**src/rtl/axil_mem_tester_pkg.sv**
```systemverilog
// Shared types and helpers for the AXI4-Lite memory tester.
//   state_t    : controller states
//   LFSR_TAPS  : 32-bit Galois LFSR feedback taps
//   RESP_OKAY  : AXI OKAY response code
//   lfsr_next(): one Galois LFSR step
package axil_mem_tester_pkg;

  typedef enum logic [2:0] {
    IDLE,
    WR_REQ,
    WR_RESP,
    RD_REQ,
    RD_RESP,
    DONE
  } state_t;

  localparam logic [31:0] LFSR_TAPS = 32'h8020_0003;
  localparam logic [1:0]  RESP_OKAY = 2'b00;

  function automatic logic [31:0] lfsr_next(input logic [31:0] s);
    lfsr_next = {1'b0, s[31:1]} ^ (s[0] ? LFSR_TAPS : 32'h0000_0000);
  endfunction

endpackage

```
**src/rtl/taxi_axil_if.sv**
```systemverilog
// AXI4-Lite interface bundle, all five channels.
//   mst : manager view
//   slv : subordinate view
interface taxi_axil_if #(
  parameter int unsigned ADDR_W = 32,
  parameter int unsigned DATA_W = 32
);
  localparam int unsigned STRB_W = DATA_W / 8;

  logic [ADDR_W-1:0] awaddr;
  logic [2:0]        awprot;
  logic              awvalid;
  logic              awready;
  logic [DATA_W-1:0] wdata;
  logic [STRB_W-1:0] wstrb;
  logic              wvalid;
  logic              wready;
  logic [1:0]        bresp;
  logic              bvalid;
  logic              bready;
  logic [ADDR_W-1:0] araddr;
  logic [2:0]        arprot;
  logic              arvalid;
  logic              arready;
  logic [DATA_W-1:0] rdata;
  logic [1:0]        rresp;
  logic              rvalid;
  logic              rready;

  modport mst (
    output awaddr, awprot, awvalid, input awready,
    output wdata, wstrb, wvalid, input wready,
    input  bresp, bvalid, output bready,
    output araddr, arprot, arvalid, input arready,
    input  rdata, rresp, rvalid, output rready
  );

  modport slv (
    input  awaddr, awprot, awvalid, output awready,
    input  wdata, wstrb, wvalid, output wready,
    output bresp, bvalid, input bready,
    input  araddr, arprot, arvalid, output arready,
    output rdata, rresp, rvalid, input rready
  );
endinterface

```
**src/rtl/axil_mem_tester_pat.sv**
```systemverilog
// Test pattern generator: 32-bit Galois LFSR replicated to DATA_W.
//   clk, rst_n : clock, async active-low reset (pattern resets to 0)
//   load       : load LFSR_SEED (a zero seed is replaced by 1)
//   advance    : step the LFSR once
//   pattern    : current pattern, DATA_W bits
module axil_mem_tester_pat
  import axil_mem_tester_pkg::*;
#(
  parameter int unsigned DATA_W    = 32,
  parameter logic [31:0] LFSR_SEED = 32'hACE1_0001
) (
  input  logic              clk,
  input  logic              rst_n,
  input  logic              load,
  input  logic              advance,
  output logic [DATA_W-1:0] pattern
);

  localparam logic [31:0] SEED = (LFSR_SEED == 32'h0) ? 32'h1 : LFSR_SEED;

  logic [31:0] lfsr;

  always_ff @(posedge clk or negedge rst_n) begin
    if (!rst_n) begin
      lfsr <= '0;
    end else if (load) begin
      lfsr <= SEED;
    end else if (advance) begin
      lfsr <= lfsr_next(lfsr);
    end
  end

  assign pattern = {(DATA_W / 32){lfsr}};

endmodule

```
**src/rtl/axil_mem_tester.sv**
```systemverilog
// AXI4-Lite memory traffic generator and checker.
// Writes LFSR patterns over an address window, reads them back, compares.
//   clk, rst_n      : clock, async active-low reset
//   axi_if          : AXI4-Lite manager port
//   start           : run request (honoured in IDLE/DONE only)
//   busy, done      : run in progress / run finished (level)
//   pass            : run finished with no errors and no timeout
//   timeout         : run aborted by a stalled handshake
//   err_cnt         : saturating mismatch + bad-response count
//   first_err_addr  : address of the first error
//   first_err_data  : rdata of the first error (0 for a write response error)
//   max_rd_lat      : longest AR->R handshake latency (stats build only)
//   run_cycles      : cycles from start to done (stats build only)
// Optional: define AXIL_MEM_TESTER_STATS_EN to build the statistics counters.
module axil_mem_tester
  import axil_mem_tester_pkg::*;
#(
  parameter int unsigned       ADDR_W      = 32,
  parameter int unsigned       DATA_W      = 32,
  parameter int unsigned       NUM_XFERS   = 20,
  parameter logic [ADDR_W-1:0] BASE_ADDR   = '0,
  parameter int unsigned       ADDR_STRIDE = DATA_W / 8,
  parameter int unsigned       MODE        = 0,
  parameter logic [31:0]       LFSR_SEED   = 32'hACE1_0001,
  parameter int unsigned       TIMEOUT     = 1024
) (
  input  logic              clk,
  input  logic              rst_n,
  taxi_axil_if.mst          axi_if,
  input  logic              start,
  output logic              busy,
  output logic              done,
  output logic              pass,
  output logic              timeout,
  output logic [15:0]       err_cnt,
  output logic [ADDR_W-1:0] first_err_addr,
  output logic [DATA_W-1:0] first_err_data,
  output logic [15:0]       max_rd_lat,
  output logic [31:0]       run_cycles
);

  state_t state, state_next;

  logic [ADDR_W-1:0]   addr;
  logic [15:0]         idx;
  logic [31:0]         tmo_cnt;
  logic [DATA_W-1:0]   pattern;
  logic                awvalid_q, wvalid_q, bready_q, arvalid_q, rready_q;
  logic [DATA_W/8-1:0] wstrb_q;

  logic              start_ok, wait_state, last;
  logic              b_fire, ar_fire, r_fire;
  logic              load_seed, advance, addr_base, addr_step;
  logic              log_err, tmo_hit, enter_done;
  logic [DATA_W-1:0] err_data;

  axil_mem_tester_pat #(
    .DATA_W    (DATA_W),
    .LFSR_SEED (LFSR_SEED)
  ) u_pat (
    .clk     (clk),
    .rst_n   (rst_n),
    .load    (load_seed),
    .advance (advance),
    .pattern (pattern)
  );

  assign b_fire  = axi_if.bvalid & bready_q;
  assign ar_fire = arvalid_q & axi_if.arready;
  assign r_fire  = axi_if.rvalid & rready_q;

  always_comb begin
    state_next = state;
    load_seed  = 1'b0;
    advance    = 1'b0;
    addr_base  = 1'b0;
    addr_step  = 1'b0;
    log_err    = 1'b0;
    err_data   = '0;
    tmo_hit    = 1'b0;
    start_ok   = 1'b0;
    wait_state = (state == WR_REQ) || (state == WR_RESP) ||
                 (state == RD_REQ) || (state == RD_RESP);
    last       = (idx == 16'(NUM_XFERS - 1));

    case (state)
      IDLE, DONE: begin
        if (start) begin
          start_ok   = 1'b1;
          load_seed  = 1'b1;
          addr_base  = 1'b1;
          state_next = WR_REQ;
        end
      end
      WR_REQ: begin
        // each valid drops on its own handshake; leave once neither is pending
        if ((!awvalid_q || axi_if.awready) && (!wvalid_q || axi_if.wready)) begin
          state_next = WR_RESP;
        end
      end
      WR_RESP: begin
        if (b_fire) begin
          log_err = (axi_if.bresp != RESP_OKAY);
          if (MODE == 0) begin
            state_next = RD_REQ;
          end else if (last) begin
            load_seed  = 1'b1;
            addr_base  = 1'b1;
            state_next = RD_REQ;
          end else begin
            advance    = 1'b1;
            addr_step  = 1'b1;
            state_next = WR_REQ;
          end
        end
      end
      RD_REQ: begin
        if (ar_fire) begin
          state_next = RD_RESP;
        end
      end
      RD_RESP: begin
        if (r_fire) begin
          if ((axi_if.rdata != pattern) || (axi_if.rresp != RESP_OKAY)) begin
            log_err  = 1'b1;
            err_data = axi_if.rdata;
          end
          advance   = 1'b1;
          addr_step = 1'b1;
          if (last) begin
            state_next = DONE;
          end else if (MODE == 0) begin
            state_next = WR_REQ;
          end else begin
            state_next = RD_REQ;
          end
        end
      end
      default: state_next = IDLE;
    endcase

    // a handshake completing on the final allowed cycle still wins
    if (wait_state && (state_next == state) && (tmo_cnt == 32'(TIMEOUT - 1))) begin
      tmo_hit    = 1'b1;
      state_next = DONE;
    end

    enter_done = (state_next == DONE) && (state != DONE);
  end

  always_ff @(posedge clk or negedge rst_n) begin
    if (!rst_n) begin
      state <= IDLE;
    end else begin
      state <= state_next;
    end
  end

  always_ff @(posedge clk or negedge rst_n) begin
    if (!rst_n) begin
      tmo_cnt        <= '0;
      idx            <= '0;
      addr           <= '0;
      awvalid_q      <= 1'b0;
      wvalid_q       <= 1'b0;
      bready_q       <= 1'b0;
      arvalid_q      <= 1'b0;
      rready_q       <= 1'b0;
      wstrb_q        <= '0;
      busy           <= 1'b0;
      done           <= 1'b0;
      pass           <= 1'b0;
      timeout        <= 1'b0;
      err_cnt        <= '0;
      first_err_addr <= '0;
      first_err_data <= '0;
    end else begin
      tmo_cnt <= ((state_next != state) || !wait_state) ? '0 : tmo_cnt + 32'd1;

      if (addr_base) begin
        idx  <= '0;
        addr <= BASE_ADDR;
      end else if (addr_step) begin
        idx  <= idx + 16'd1;
        addr <= addr + ADDR_W'(ADDR_STRIDE);
      end

      awvalid_q <= (state_next == WR_REQ) &&
                   ((state != WR_REQ) || (awvalid_q && !axi_if.awready));
      wvalid_q  <= (state_next == WR_REQ) &&
                   ((state != WR_REQ) || (wvalid_q && !axi_if.wready));
      bready_q  <= (state_next == WR_RESP);
      arvalid_q <= (state_next == RD_REQ);
      rready_q  <= (state_next == RD_RESP);

      if (start_ok) begin
        wstrb_q        <= '1;
        busy           <= 1'b1;
        done           <= 1'b0;
        pass           <= 1'b0;
        timeout        <= 1'b0;
        err_cnt        <= '0;
        first_err_addr <= '0;
        first_err_data <= '0;
      end else begin
        if (log_err) begin
          if (err_cnt != 16'hFFFF) begin
            err_cnt <= err_cnt + 16'd1;
          end
          if (err_cnt == '0) begin
            first_err_addr <= addr;
            first_err_data <= err_data;
          end
        end
        if (enter_done) begin
          busy    <= 1'b0;
          done    <= 1'b1;
          timeout <= tmo_hit;
          pass    <= !tmo_hit && (err_cnt == '0) && !log_err;
        end
      end
    end
  end

  assign axi_if.awaddr  = addr;
  assign axi_if.awprot  = '0;
  assign axi_if.awvalid = awvalid_q;
  assign axi_if.wdata   = pattern;
  assign axi_if.wstrb   = wstrb_q;
  assign axi_if.wvalid  = wvalid_q;
  assign axi_if.bready  = bready_q;
  assign axi_if.araddr  = addr;
  assign axi_if.arprot  = '0;
  assign axi_if.arvalid = arvalid_q;
  assign axi_if.rready  = rready_q;

`ifdef AXIL_MEM_TESTER_STATS_EN
  logic [15:0] max_lat_q;
  logic [31:0] run_q;
  logic [15:0] cur_lat;

  // tmo_cnt counts RD_RESP cycles before the R handshake; latency includes that cycle
  always_comb begin
    cur_lat = 16'hFFFF;
    if (tmo_cnt < 32'h0000_FFFF) begin
      cur_lat = tmo_cnt[15:0] + 16'd1;
    end
  end

  always_ff @(posedge clk or negedge rst_n) begin
    if (!rst_n) begin
      max_lat_q <= '0;
      run_q     <= '0;
    end else if (start_ok) begin
      max_lat_q <= '0;
      run_q     <= '0;
    end else begin
      if ((state == RD_RESP) && r_fire && (cur_lat > max_lat_q)) begin
        max_lat_q <= cur_lat;
      end
      if (busy && (run_q != '1)) begin
        run_q <= run_q + 32'd1;
      end
    end
  end

  assign max_rd_lat = max_lat_q;
  assign run_cycles = run_q;
`else
  assign max_rd_lat = '0;
  assign run_cycles = '0;
`endif

endmodule

```
**src/flat_wrapper.sv**
```systemverilog
// flat-port wrapper written by rule: the top's interface ports become plain ports
module axil_mem_tester_flat import axil_mem_tester_pkg::*;
#(
  parameter int unsigned       ADDR_W      = 32,
  parameter int unsigned       DATA_W      = 32,
  parameter int unsigned       NUM_XFERS   = 20,
  parameter logic [ADDR_W-1:0] BASE_ADDR   = '0,
  parameter int unsigned       ADDR_STRIDE = DATA_W / 8,
  parameter int unsigned       MODE        = 0,
  parameter logic [31:0]       LFSR_SEED   = 32'hACE1_0001,
  parameter int unsigned       TIMEOUT     = 1024
)
  (clk, rst_n, start, busy, done, pass, timeout, err_cnt, first_err_addr, first_err_data, max_rd_lat, run_cycles, axi_if_awaddr, axi_if_awprot, axi_if_awvalid, axi_if_awready, axi_if_wdata, axi_if_wstrb, axi_if_wvalid, axi_if_wready, axi_if_bresp, axi_if_bvalid, axi_if_bready, axi_if_araddr, axi_if_arprot, axi_if_arvalid, axi_if_arready, axi_if_rdata, axi_if_rresp, axi_if_rvalid, axi_if_rready);
  taxi_axil_if #(.ADDR_W(ADDR_W), .DATA_W(DATA_W)) axi_if_i ();
  input  logic clk;
  input  logic rst_n;
  input  logic start;
  output logic busy;
  output logic done;
  output logic pass;
  output logic timeout;
  output logic [15:0] err_cnt;
  output logic [ADDR_W-1:0] first_err_addr;
  output logic [DATA_W-1:0] first_err_data;
  output logic [15:0] max_rd_lat;
  output logic [31:0] run_cycles;
  output wire logic [$bits(axi_if_i.awaddr)-1:0] axi_if_awaddr;
  output wire logic [$bits(axi_if_i.awprot)-1:0] axi_if_awprot;
  output wire logic [$bits(axi_if_i.awvalid)-1:0] axi_if_awvalid;
  input wire logic [$bits(axi_if_i.awready)-1:0] axi_if_awready;
  output wire logic [$bits(axi_if_i.wdata)-1:0] axi_if_wdata;
  output wire logic [$bits(axi_if_i.wstrb)-1:0] axi_if_wstrb;
  output wire logic [$bits(axi_if_i.wvalid)-1:0] axi_if_wvalid;
  input wire logic [$bits(axi_if_i.wready)-1:0] axi_if_wready;
  input wire logic [$bits(axi_if_i.bresp)-1:0] axi_if_bresp;
  input wire logic [$bits(axi_if_i.bvalid)-1:0] axi_if_bvalid;
  output wire logic [$bits(axi_if_i.bready)-1:0] axi_if_bready;
  output wire logic [$bits(axi_if_i.araddr)-1:0] axi_if_araddr;
  output wire logic [$bits(axi_if_i.arprot)-1:0] axi_if_arprot;
  output wire logic [$bits(axi_if_i.arvalid)-1:0] axi_if_arvalid;
  input wire logic [$bits(axi_if_i.arready)-1:0] axi_if_arready;
  input wire logic [$bits(axi_if_i.rdata)-1:0] axi_if_rdata;
  input wire logic [$bits(axi_if_i.rresp)-1:0] axi_if_rresp;
  input wire logic [$bits(axi_if_i.rvalid)-1:0] axi_if_rvalid;
  output wire logic [$bits(axi_if_i.rready)-1:0] axi_if_rready;
  assign axi_if_awaddr = axi_if_i.awaddr;
  assign axi_if_awprot = axi_if_i.awprot;
  assign axi_if_awvalid = axi_if_i.awvalid;
  assign axi_if_i.awready = axi_if_awready;
  assign axi_if_wdata = axi_if_i.wdata;
  assign axi_if_wstrb = axi_if_i.wstrb;
  assign axi_if_wvalid = axi_if_i.wvalid;
  assign axi_if_i.wready = axi_if_wready;
  assign axi_if_i.bresp = axi_if_bresp;
  assign axi_if_i.bvalid = axi_if_bvalid;
  assign axi_if_bready = axi_if_i.bready;
  assign axi_if_araddr = axi_if_i.araddr;
  assign axi_if_arprot = axi_if_i.arprot;
  assign axi_if_arvalid = axi_if_i.arvalid;
  assign axi_if_i.arready = axi_if_arready;
  assign axi_if_i.rdata = axi_if_rdata;
  assign axi_if_i.rresp = axi_if_rresp;
  assign axi_if_i.rvalid = axi_if_rvalid;
  assign axi_if_rready = axi_if_i.rready;
  axil_mem_tester #(.ADDR_W(ADDR_W), .DATA_W(DATA_W), .NUM_XFERS(NUM_XFERS), .BASE_ADDR(BASE_ADDR), .ADDR_STRIDE(ADDR_STRIDE), .MODE(MODE), .LFSR_SEED(LFSR_SEED), .TIMEOUT(TIMEOUT)) u_core (.clk(clk), .rst_n(rst_n), .axi_if(axi_if_i), .start(start), .busy(busy), .done(done), .pass(pass), .timeout(timeout), .err_cnt(err_cnt), .first_err_addr(first_err_addr), .first_err_data(first_err_data), .max_rd_lat(max_rd_lat), .run_cycles(run_cycles));
endmodule
```
**config.mk**
```make
export PLATFORM = sky130hd
export DESIGN_NAME = axil_mem_tester_flat
export DESIGN_NICKNAME = d
export VERILOG_FILES = /design/src/rtl/axil_mem_tester_pkg.sv /design/src/rtl/taxi_axil_if.sv /design/src/rtl/axil_mem_tester_pat.sv /design/src/rtl/axil_mem_tester.sv /design/src/flat_wrapper.sv
export SDC_FILE = /design/constraint.sdc
export NUM_CORES = 1
export LEC_CHECK = 0
export BUFFER_PORTS_ARGS = -buffer_cell sky130_fd_sc_hd__buf_2
export CORE_UTILIZATION = 48
export CTS_BUF_LIST = sky130_fd_sc_hd__clkbuf_16
export CTS_CLUSTER_DIAMETER = 120
export DETAILED_ROUTE_END_ITERATION = 16
export GPL_ROUTABILITY_DRIVEN = 0
export PLACE_DENSITY_LB_ADDON = 0.12
export SETUP_SLACK_MARGIN = 0.1
export SLEW_MARGIN = 20
export SYNTH_ARGS = -nofsm -noshare
export SYNTH_HDL_FRONTEND = slang
export SYNTH_HIERARCHICAL = 1
export SYNTH_SLANG_ARGS = --single-unit
```
**constraint.sdc**
```tcl
create_clock -name clk -period 2.2 [get_ports clk]
set_input_delay 0.44 -clock clk [delete_from_list [all_inputs] [get_ports clk]]
set_output_delay 0.44 -clock clk [all_outputs]
set_load 0.05 [all_outputs]
```
======== Word level (Yosys, flattened, before mapping) ========
Index checks and enable logic that the tools add are counted.
word-level totals
  input bits .............................. 44
  logic and storage cells ................. 127
  register bits after elaboration ......... 205
operators by class
  bitwise operators ....................... 4
  reduce and logical (&&, ||, !) cells .... 38
  multiplexer cells ....................... 45
  add/sub/neg operators ................... 4
  equality and inequality tests ........... 18
operators with widths
  operator                                                                  number
  32-bit 2-to-1 mux                                                         15
  16-bit 2-to-1 mux                                                         5
  16-bit by 1-bit adder with 16-bit output (second input constant)          2
  32-bit by 1-bit adder with 32-bit output (second input constant)          1
  32-bit by 3-bit adder with 32-bit output (second input constant)          1
  32-bit by 10-bit equality test with 1-bit output (second input constant)  1
  32-bit inequality test                                                    1
  31-bit by 32-bit bitwise XOR with 32-bit output                           1
  3-bit 2-to-1 mux                                                          7
  16-bit by 5-bit equality test with 1-bit output (second input constant)   1
  16-bit logical NOT                                                        1
  1-bit 2-to-1 mux                                                          16
  16-bit inequality test (second input constant)                            1
  3-bit one-hot mux with 5 select lines                                     1
  2-bit nonzero test                                                        7
  3-bit by 2-bit equality test with 1-bit output (second input constant)    4
  3-bit equality test (second input constant)                               4
  1-bit logical AND                                                         10
  1-bit logical OR                                                          9
  1-bit logical NOT                                                         7
  3-bit by 1-bit equality test with 1-bit output (second input constant)    2
  2-bit AND reduction                                                       2
  1-bit bitwise AND                                                         3
  3-bit equality test                                                       1
  6 further kinds                                                           6

======== Logic depth before layout (Yosys ltp) ========
Gate-level depths: netlist (run 1).
  depth after elaboration ................. 14
  mapped depth ............................ 10

======== Modules after synthesis ========
The synthesis (run 1) kept the hierarchy.
by module, submodules not included
  module               cells each  area each (µm²)  instances
  axil_mem_tester      942         8954.8           1
  axil_mem_tester_pat  107         1351.3           1

======== Worst setup path before layout (run 1) ========
Ideal clock, no wire load.
  kind .................................... register to register
  start point ............................. register u_core.addr[5] (netlist: u_core/axi_if.araddr[5])
  end point ............................... register u_core.addr[30] (netlist: u_core/axi_if.araddr[30])
  required time ........................... 2.122 ns
  clock period less this slack ............ 2.424 ns
  arrival ................................. 2.346 ns
  stages on the path, launching flop included .. 7
  setup time .............................. 0.078 ns
  path slack .............................. -0.224 ns
  path through ............................ dfrtp_1 and4_1 nand4_1 a2111oi_4 nand2_1 or3_1 a21oi_1
between the ends
  word-level cells in the longest chain between the ends .. 3
RTL lines
  item                                      line                    RTL
  start: declaration                        axil_mem_tester.sv:44   logic [ADDR_W-1:0] addr;
  start signal: assignment                  axil_mem_tester.sv:185  addr <= addr + ADDR_W'(ADDR_STRIDE);
  32-bit by 3-bit adder with 32-bit output  axil_mem_tester.sv:185
  32-bit 2-to-1 mux                         axil_mem_tester.sv:183  end else if (addr_step) begin
  32-bit 2-to-1 mux                         axil_mem_tester.sv:180  if (addr_base) begin
No other way between the ends. The select of a mux whose other input is x is not followed.
A chain may end at the register's enable or synchronous reset.

======== Worst setup path in the final report (run 1) ========
  start point ............................. register u_core.state[2]
  end point ............................... register u_core.addr[23] (netlist: u_core/axi_if.araddr[23])
between the ends
  word-level cells in the longest chain between the ends .. 4
RTL lines
  item                                                             line                    RTL
  start: declaration                                               axil_mem_tester.sv:42   state_t state, state_next;
  start signal: assignment                                         axil_mem_tester.sv:155  state <= state_next;
  3-bit equality test / 3-bit logical NOT (equally long branches)  axil_mem_tester.sv:86   case (state)
  2-bit OR reduction                                               axil_mem_tester.sv:86
  1-bit 2-to-1 mux                                                 --
  32-bit 2-to-1 mux / 2-bit nonzero test (equally long branches)   --
Several ways; a longest one is shown, not always the timed one.

==> results of run 1 <==
registers in the layout, indices dropped and copies added (netlist names), 3 cells and up:
register	flops
u_core/axi_if.araddr	30
u_core/err_cnt	16
u_core/first_err_addr	31
u_core/first_err_data	32
u_core/idx	16
u_core/state	3
u_core/tmo_cnt	32
u_core/u_pat/pattern	32
critical path, delay by kind of cell (launching register included):
kind / cells / cell delay [ps]
flops: 1 / 360
simple gates: 4 / 1190
buf+inv: 2 / 270
compound gates: 2 / 480
how the worst max path moves through the flow:
stage	start	to	slack (ps)	depth (start not counted)
6_report	u_core/state[2]	u_core/axi_if.araddr[23]	-190	8
4_1_cts	u_core/state[0]	u_core/axi_if.araddr[27]	-80	7
2_1_floorplan	u_core/state[1]	u_core/err_cnt[5]	-30	9
5_1_grt	u_core/state[2]	u_core/axi_if.araddr[25]	-280	9
3_3_place_gp	axi_if_rdata[5]	u_core/first_err_addr[11]	-250	9
3_5_place_dp	axi_if_rdata[5]	u_core/first_err_addr[12]	-290	9
power breakdown:
part | internal (mW) | switching (mW) | leakage (nW)
clock network | 2.73 | 1.58 | 0.418
registers | 3.84 | 0.104 | 2.72
logic | 1.86 | 2.73 | 3.86
total | 8.43 | 4.41 | 7.00
metal layers:
metal | share of wire | GRT usage
met2 | 0.49 | 0.398
met4 | 0.019 | 0.0655
met3 | 0.054 | 0.0433
met1 | 0.44 | 0.350
met5 | 0 | 0
synth_stat cells, types with 9 or more instances:
cell / instances
dfrtp_1: 202
nand2_1: 126
nor2_1: 121
buf_4: 92
xnor2_1: 60
o21ai_0: 47
nand3_1: 45
xor2_1: 45
a22o_1: 32
mux2i_1: 29
and3_1: 27
nand4_1: 27
clkbuf_1: 24
a21oi_1: 21
nor4_1: 16
nor3_1: 12
or3_1: 12
buf_2: 9
timing repair:
action                     in CTS  in global routing
hold buffers                    1                  0
buffers inserted               18                 18
setup endpoints to repair     164                170
gates cloned                    3                  7
pin swaps                      44                 60
resized for setup             109                152
hold endpoints to repair       48                  0
cell families (layout without fill, tap and decap cells):
group	after synthesis	count (layout)	share of synthesized area
other cells	1	58	0.000364
xor+xnor	105	105	0.0892
simple gates	428	428	0.200
flops	202	202	0.490
compound gates	135	135	0.0930
fa+ha+maj	5	5	0.00607
buf+inv	144	455	0.0929
mux	29	29	0.0282
area by class of cell:
| type | count | share of cell area |
|---|---|---|
| multi-input cells | 760 | 0.367 |
| flip-flops and latches | 202 | 0.351 |
| repair buffers | 403 | 0.196 |
| clock buffers | 23 | 0.0398 |
| well taps | 275 | 0.0238 |
| clock inverters | 19 | 0.0188 |
| inverters | 10 | 0.00380 |
==> summary.txt, run 1 <==
Logic synthesis
  – Post-synthesis instance area: 0.0103 sq mm
  – Largest cells by area after synthesis: dfrtp_1, buf_4, xnor2_1, nand2_1, nor2_1
  – Top cell type's share of synthesized area: 0.490
  – Cell type with the largest total area after synthesis: dfrtp_1
  – Synthesis-stage register bit count: 202
  – Number of enable flip-flop cells after synthesis: 0
  – Dominant register cell in the synthesized netlist: dfrtp_1
  – Sequential-to-total area share from yosys stat: 0.490
  – Avg Inst Size Synth: 9.82 sq um
  – Async set-reset flop share out of synthesis: 1.00
  – Library cells used by synthesis: 62
  – Gate Count Post-Synth: 1049
  – Yosys warns: 6

Die
  – Die boundary height: 149 um
  – Io pins: 287
  – Overall die area: 0.0221 sq mm
  – Std cell rows: 53
  – Starting utilization of the core area: 0.490
  – Core region area: 0.0210 sq mm
  – Die X: 149 um

Timing
  – Fin crit period: 2390 ps
  – Setup TNS after final layout: -13250 ps
  – Setup violations, final: 141
  – Unrepaired setup endpoints after global routing: yes
  – Final Hold Vio Count: 0
  – Slew Limit Headroom: 0.584
  – Maximum operating frequency: 0.418 GHz
  – Hold slack: 171 ps
  – Share of the clock period used by the worst path after layout: 1.09
  – Worst slew pin tran: 624 ps
  – Clock Skew: 10.9 ps
  – Setup WS post-layout: -190 ps
  – Pins over their slew limit: 0

Route
  – First drt pass iteration count: 5
  – Antenna violation net count after detailed routing: 0
  – Final wirelength: 29400 um
  – Detailed-route via count: 8859
  – Wire length per cell: 17.4 um
  – DRC: 0
  – Via-per-instance ratio: 5.24
  – DRT iter0 DRCs: 442

Setup path
  – Worst Reg-to-Reg Cells: 8
  – Flop-to-flop setup slack: -190 ps
  – Library cell contributing the largest single delay on the critical path: or3b_4
  – Max Fanout on Critical Path: 7
  – Category of the critical setup timing path: flop to flop
  – Startpoint of the worst-slack reg-to-reg timing path: u_core/state[2]
  – WP data arrival: 2820 ps
  – Worst Setup Start Kind: flop
  – Reg2reg end: u_core/axi_if.araddr[23]
  – Critical Path Max Stage Delay: 370 ps
  – Critical path endpoint category: flop
  – Worst EP required: 2630 ps
  – CP cell instances: buf_4 -> or3b_4 -> or2_4 -> buf_8 -> a2111oi_4 -> nand2_2 -> or3_1 -> a21oi_1

Placement
  – Post-placement setup slack: -289 ps
  – Cell count after placement: 1607
  – Sum of net half-perimeters after detailed placement: 18900 um
  – Area after DPL: 0.0122 sq mm
  – Number of port buffers: 228

Clock network
  – Clock tree from TritonCTS: yes
  – Buffer depth of the longest clock path: 3
  – Clock insertion delay at the later pin of the skew report: 520 ps
  – Root buffer cell: clkbuf_16
  – H-tree level count: 1
  – Clock net sink count: 202
  – Clock-pin slew of the registers on the worst-case setup and hold paths: 60 ps
  – Number of buffers added by the clock tree synthesis step: 23

Power and ir drop
  – Post-layout power: 12.8 mW
  – Leakage component of the power: 7.00 nW
  – Power Dens Cells: 887 mW/mm^2
  – Peak VDD IR: 0.000744 V

GRT
  – Total congestion overflow after global routing: 0
  – Gr usage total: 0.249
  – Vias in the first global route: 8299
  – Initial antenna violation count: 0
  – Global-route wire length before repair: 43800 um
  – Pin count of the biggest net entering global routing: 61

Final layout
  – Total area of multi-input combinational cells: 0.00531 sq mm
  – Relative area change from synthesis to final layout: 40.4%
  – Utilization after layout: 0.689
  – Count of inserted antenna diode cells: 0
  – Final Instance Count excl. Fillers: 1692
  – Layout cell share with drive strength beyond 1: 0.425
  – Sequential standard cell area: 0.00508 sq mm
  – Net count reported at finish: 1449
  – Commonest cells after routing, fill and taps aside: buf_2, dfrtp_1, buf_4, nand2_1, nor2_1
  – Most frequent standard cell in the layout excluding fill and tap cells: buf_2
  – Final standard cell area without fillers: 0.0145 sq mm
  – Filler instances: 1621

Hold path
  – Path type of the worst min-delay path: input port to flop
  – Hold depth: 2
  – Hold_sp: axi_if_rdata[14]
  – Endpoint of the worst hold-timing path: u_core/first_err_data[14]

Status
  – Violated checks: setup timing
  – Outcome: complete, but fails checks

Job
  – # Max-Cap Violations: 0
No activity file was read; power rests on OpenSTA's default activity.
==> run 2, diff against run 1 <==
- MAX_ROUTING_LAYER: unset -> met4
==> run 2 against run 1 <==
Effect of this change:
- the flow still finishes with violations (setup timing)
- clock skew down 1.0 ps
- register-to-register slack about the same
- worst hold slack better by 1.6 ps
- critical path depth up 3
- sequential power is essentially flat
- global-route usage is 0.74 points higher
- wire length increased by 0.30%
- first-iteration DRC count up 7.2%
- sequential share of layout area fell by 0.18 points
- largest power group unchanged
- utilization up 0.36 points
- critical path type unchanged
- cell count up 0.24%
==> summary.txt, run 2 (synthesis results as in run 1) <==
GRT
  – Total congestion overflow after global routing: 0 (unchanged)
  – Gr usage total: 0.257 (+0.00738)
  – Pin count of the biggest net entering global routing: 61 (unchanged)
  – Global-route wire length before repair: 43800 um (about the same)
  – Vias in the first global route: 8312 (+0.16%)
  – Initial antenna violation count: 0 (unchanged)

Placement
  – Post-placement setup slack: -289 ps (unchanged)
  – Sum of net half-perimeters after detailed placement: 18900 um (unchanged)
  – Number of port buffers: 228 (unchanged)

Route
  – Detailed-route via count: 8864 (+0.056%)
  – Final wirelength: 29500 um (+0.30%)
  – DRT iter0 DRCs: 474 (+7.2%)
  – Antenna violation net count after detailed routing: 0 (unchanged)
  – DRC: 0 (unchanged)
  – First drt pass iteration count: 5 (unchanged)
  – Wire length per cell: 17.4 um (about the same)
  – Via-per-instance ratio: 5.23 (-0.18%)

Final layout
  – Relative area change from synthesis to final layout: 41.2%
  – Filler instances: 1630 (+0.56%)
  – Total area of multi-input combinational cells: 0.00534 sq mm (+0.42%)
  – Sequential standard cell area: 0.00508 sq mm (unchanged)
  – Most frequent standard cell in the layout excluding fill and tap cells: buf_2
  – Net count reported at finish: 1453 (+0.28%)
  – Count of inserted antenna diode cells: 0 (unchanged)
  – Layout cell share with drive strength beyond 1: 0.433 (+0.00866)
  – Commonest cells after routing, fill and taps aside: buf_2, dfrtp_1, buf_4, nand2_1, nor2_1

Power and ir drop
  – Switching power summed over all nets: 4.41 mW (about the same)
  – Combinational cell fraction of total power: 0.362 (+0.004)
  – Sequential power share: 0.305 (-0.002)
  – Fraction of power spent switching nets: 0.341 (-0.00235)
  – Leakage component of the power: 7.03 nW (+0.51%)
  – Power Dens Cells: 888 mW/mm^2 (about the same)
  – Clock share of power: 0.333 (-0.002)
  – Pint: 8.51 mW (+0.95%)
  – Post-layout power: 12.9 mW (+0.59%)
  – Peak VDD IR: 0.000609 V (-18%)

Clock network
  – Clock tree from TritonCTS: yes
  – Number of buffers added by the clock tree synthesis step: 23 (unchanged)
  – Clock net sink count: 202 (unchanged)
  – Clock-pin slew of the registers on the worst-case setup and hold paths: 60 ps (about the same)
  – H-tree level count: 1 (unchanged)
  – Clock insertion delay at the later pin of the skew report: 510 ps (about the same)
  – Root buffer cell: clkbuf_16
  – Buffer depth of the longest clock path: 3 (unchanged)

Job
  – # Max-Cap Violations: 0 (unchanged)

Die
  – Starting utilization of the core area: 0.490 (unchanged)
  – Io pins: 287 (unchanged)
  – Core region area: 0.0210 sq mm (unchanged)
  – Std cell rows: 53 (unchanged)
  – Die X: 149 um (unchanged)
  – Overall die area: 0.0221 sq mm (unchanged)
  – Die boundary height: 149 um (unchanged)

Setup path
  – Critical Path Max Stage Delay: 480 ps (+110 ps)
  – Max Fanout on Critical Path: 5 (-2)
  – Library cell contributing the largest single delay on the critical path: or4_4
  – Sum of buffers and inverters on the critical path: 4 (+2)
  – CP cell instances: buf_4 -> nand2b_4 -> buf_4 -> nor3_4 -> buf_6 -> nor3_4 -> a31oi_4 -> nand2_4 -> buf_6 -> or4_4 -> a21oi_2
  – WP data arrival: 2830 ps (about the same)
  – Worst Setup Start Kind: flop
  – Category of the critical setup timing path: flop to flop
  – Critical path endpoint category: flop
  – Top delay family on crit path: simple AND/OR/NAND/NOR gates
  – Worst EP required: 2630 ps (about the same)

Timing
  – Maximum operating frequency: 0.417 GHz (-0.28%)
  – Fin crit period: 2400 ps (+6.65 ps)
  – Share of the clock period used by the worst path after layout: 1.09 (+0.00302)
  – Worst slew pin tran: 510 ps (-114 ps)
  – Slew Limit Headroom: 0.660 (+0.0760)
  – Setup violations, final: 142 (+0.71%)
  – Setup TNS after final layout: -14260 ps (-1000 ps)
  – Pins over their slew limit: 0 (unchanged)
  – Unrepaired setup endpoints after global routing: yes
  – Final Hold Vio Count: 0 (unchanged)
  – Clock Skew: 9.92 ps (-1.02 ps)
  – Setup WS post-layout: -197 ps (-6.65 ps)

Hold path
  – Path type of the worst min-delay path: input port to flop

Status
  – Violated checks: setup timing
  – Outcome: complete, but fails checks
[run 2: cell types whose count changed in the layout (fill, tap and decap cells not counted), sizes merged]
cell	previous run	this run
clkbuf	28	29
buf	397	400
[run 2: area by class of cell]
cell class	instances	area share
inverter	10	0.00378
sequential	202	0.349
clock inverter	19	0.0187
multi-input combinational	760	0.367
tap	275	0.0236
clock buffer	23	0.0396
timing repair buffer	407	0.198
[run 2: metrics by stage]
stage | util | instances | instance area [sq um] | hold WS [ps]
floorplan | - | 1106 | 10600 | 144
detailed placement | 0.583 | 1607 | 12200 | 448
finish | 0.692 | 1696 | 14500 | 173
global placement | 0.583 | 1607 | 12200 | 438
CTS | 0.650 | 1671 | 13700 | 158
global route | 0.692 | 1696 | 14500 | 168
[run 2: timing repair]
item | CTS | global route
hold endpoints to repair | 48 | 0
pin swaps | 44 | 65
gates cloned | 3 | 7
hold buffers | 1 | 0
setup buffers | 18 | 20
gates resized for setup | 109 | 160
endpoints found under the setup margin | 164 | 170
[run 2: final timing paths]
check | start | to | depth (start not counted) | slack, ps
max in group asynchronous | rst_n | u_core/first_err_addr[18] | 3 | 980
max reg2reg | u_core/state[2] | u_core/err_cnt[5] | 11 | -200
max | u_core/state[2] | u_core/err_cnt[5] | 11 | -200
min in group asynchronous | rst_n | u_core/tmo_cnt[17] | 2 | 460
min | axi_if_rdata[14] | u_core/first_err_data[14] | 2 | 170
min reg2reg | u_core/tmo_cnt[0] | u_core/tmo_cnt[0] | 1 | 490
[run 2: routing by layer]
metal  up-vias  GRT usage  share of wire
li1       4179          -              -
met4         0     0.0655          0.021
met3        39     0.0393          0.047
met5         -          -              0
met2       235      0.398           0.49
met1      4411      0.352           0.45
[run 2: worst reg2reg max path, cell delays in order (launching register included)]
cell and delay [ps]:
dfrtp_1 380, buf_4 160, nand2b_4 170, buf_4 150
nor3_4 210, buf_6 160, nor3_4 50, a31oi_4 220
nand2_4 80, buf_6 140, or4_4 480, a21oi_2 130
[run 2: power by group through the flow]
stage	clock network, mW	logic (mW)	registers [mW]
floorplan	0	1.44	4.25
global placement	0	2.80	3.99
detailed placement	0	2.80	4.00
CTS	4.38	3.66	3.93
global route	4.53	4.92	3.95
finish	4.31	4.67	3.94
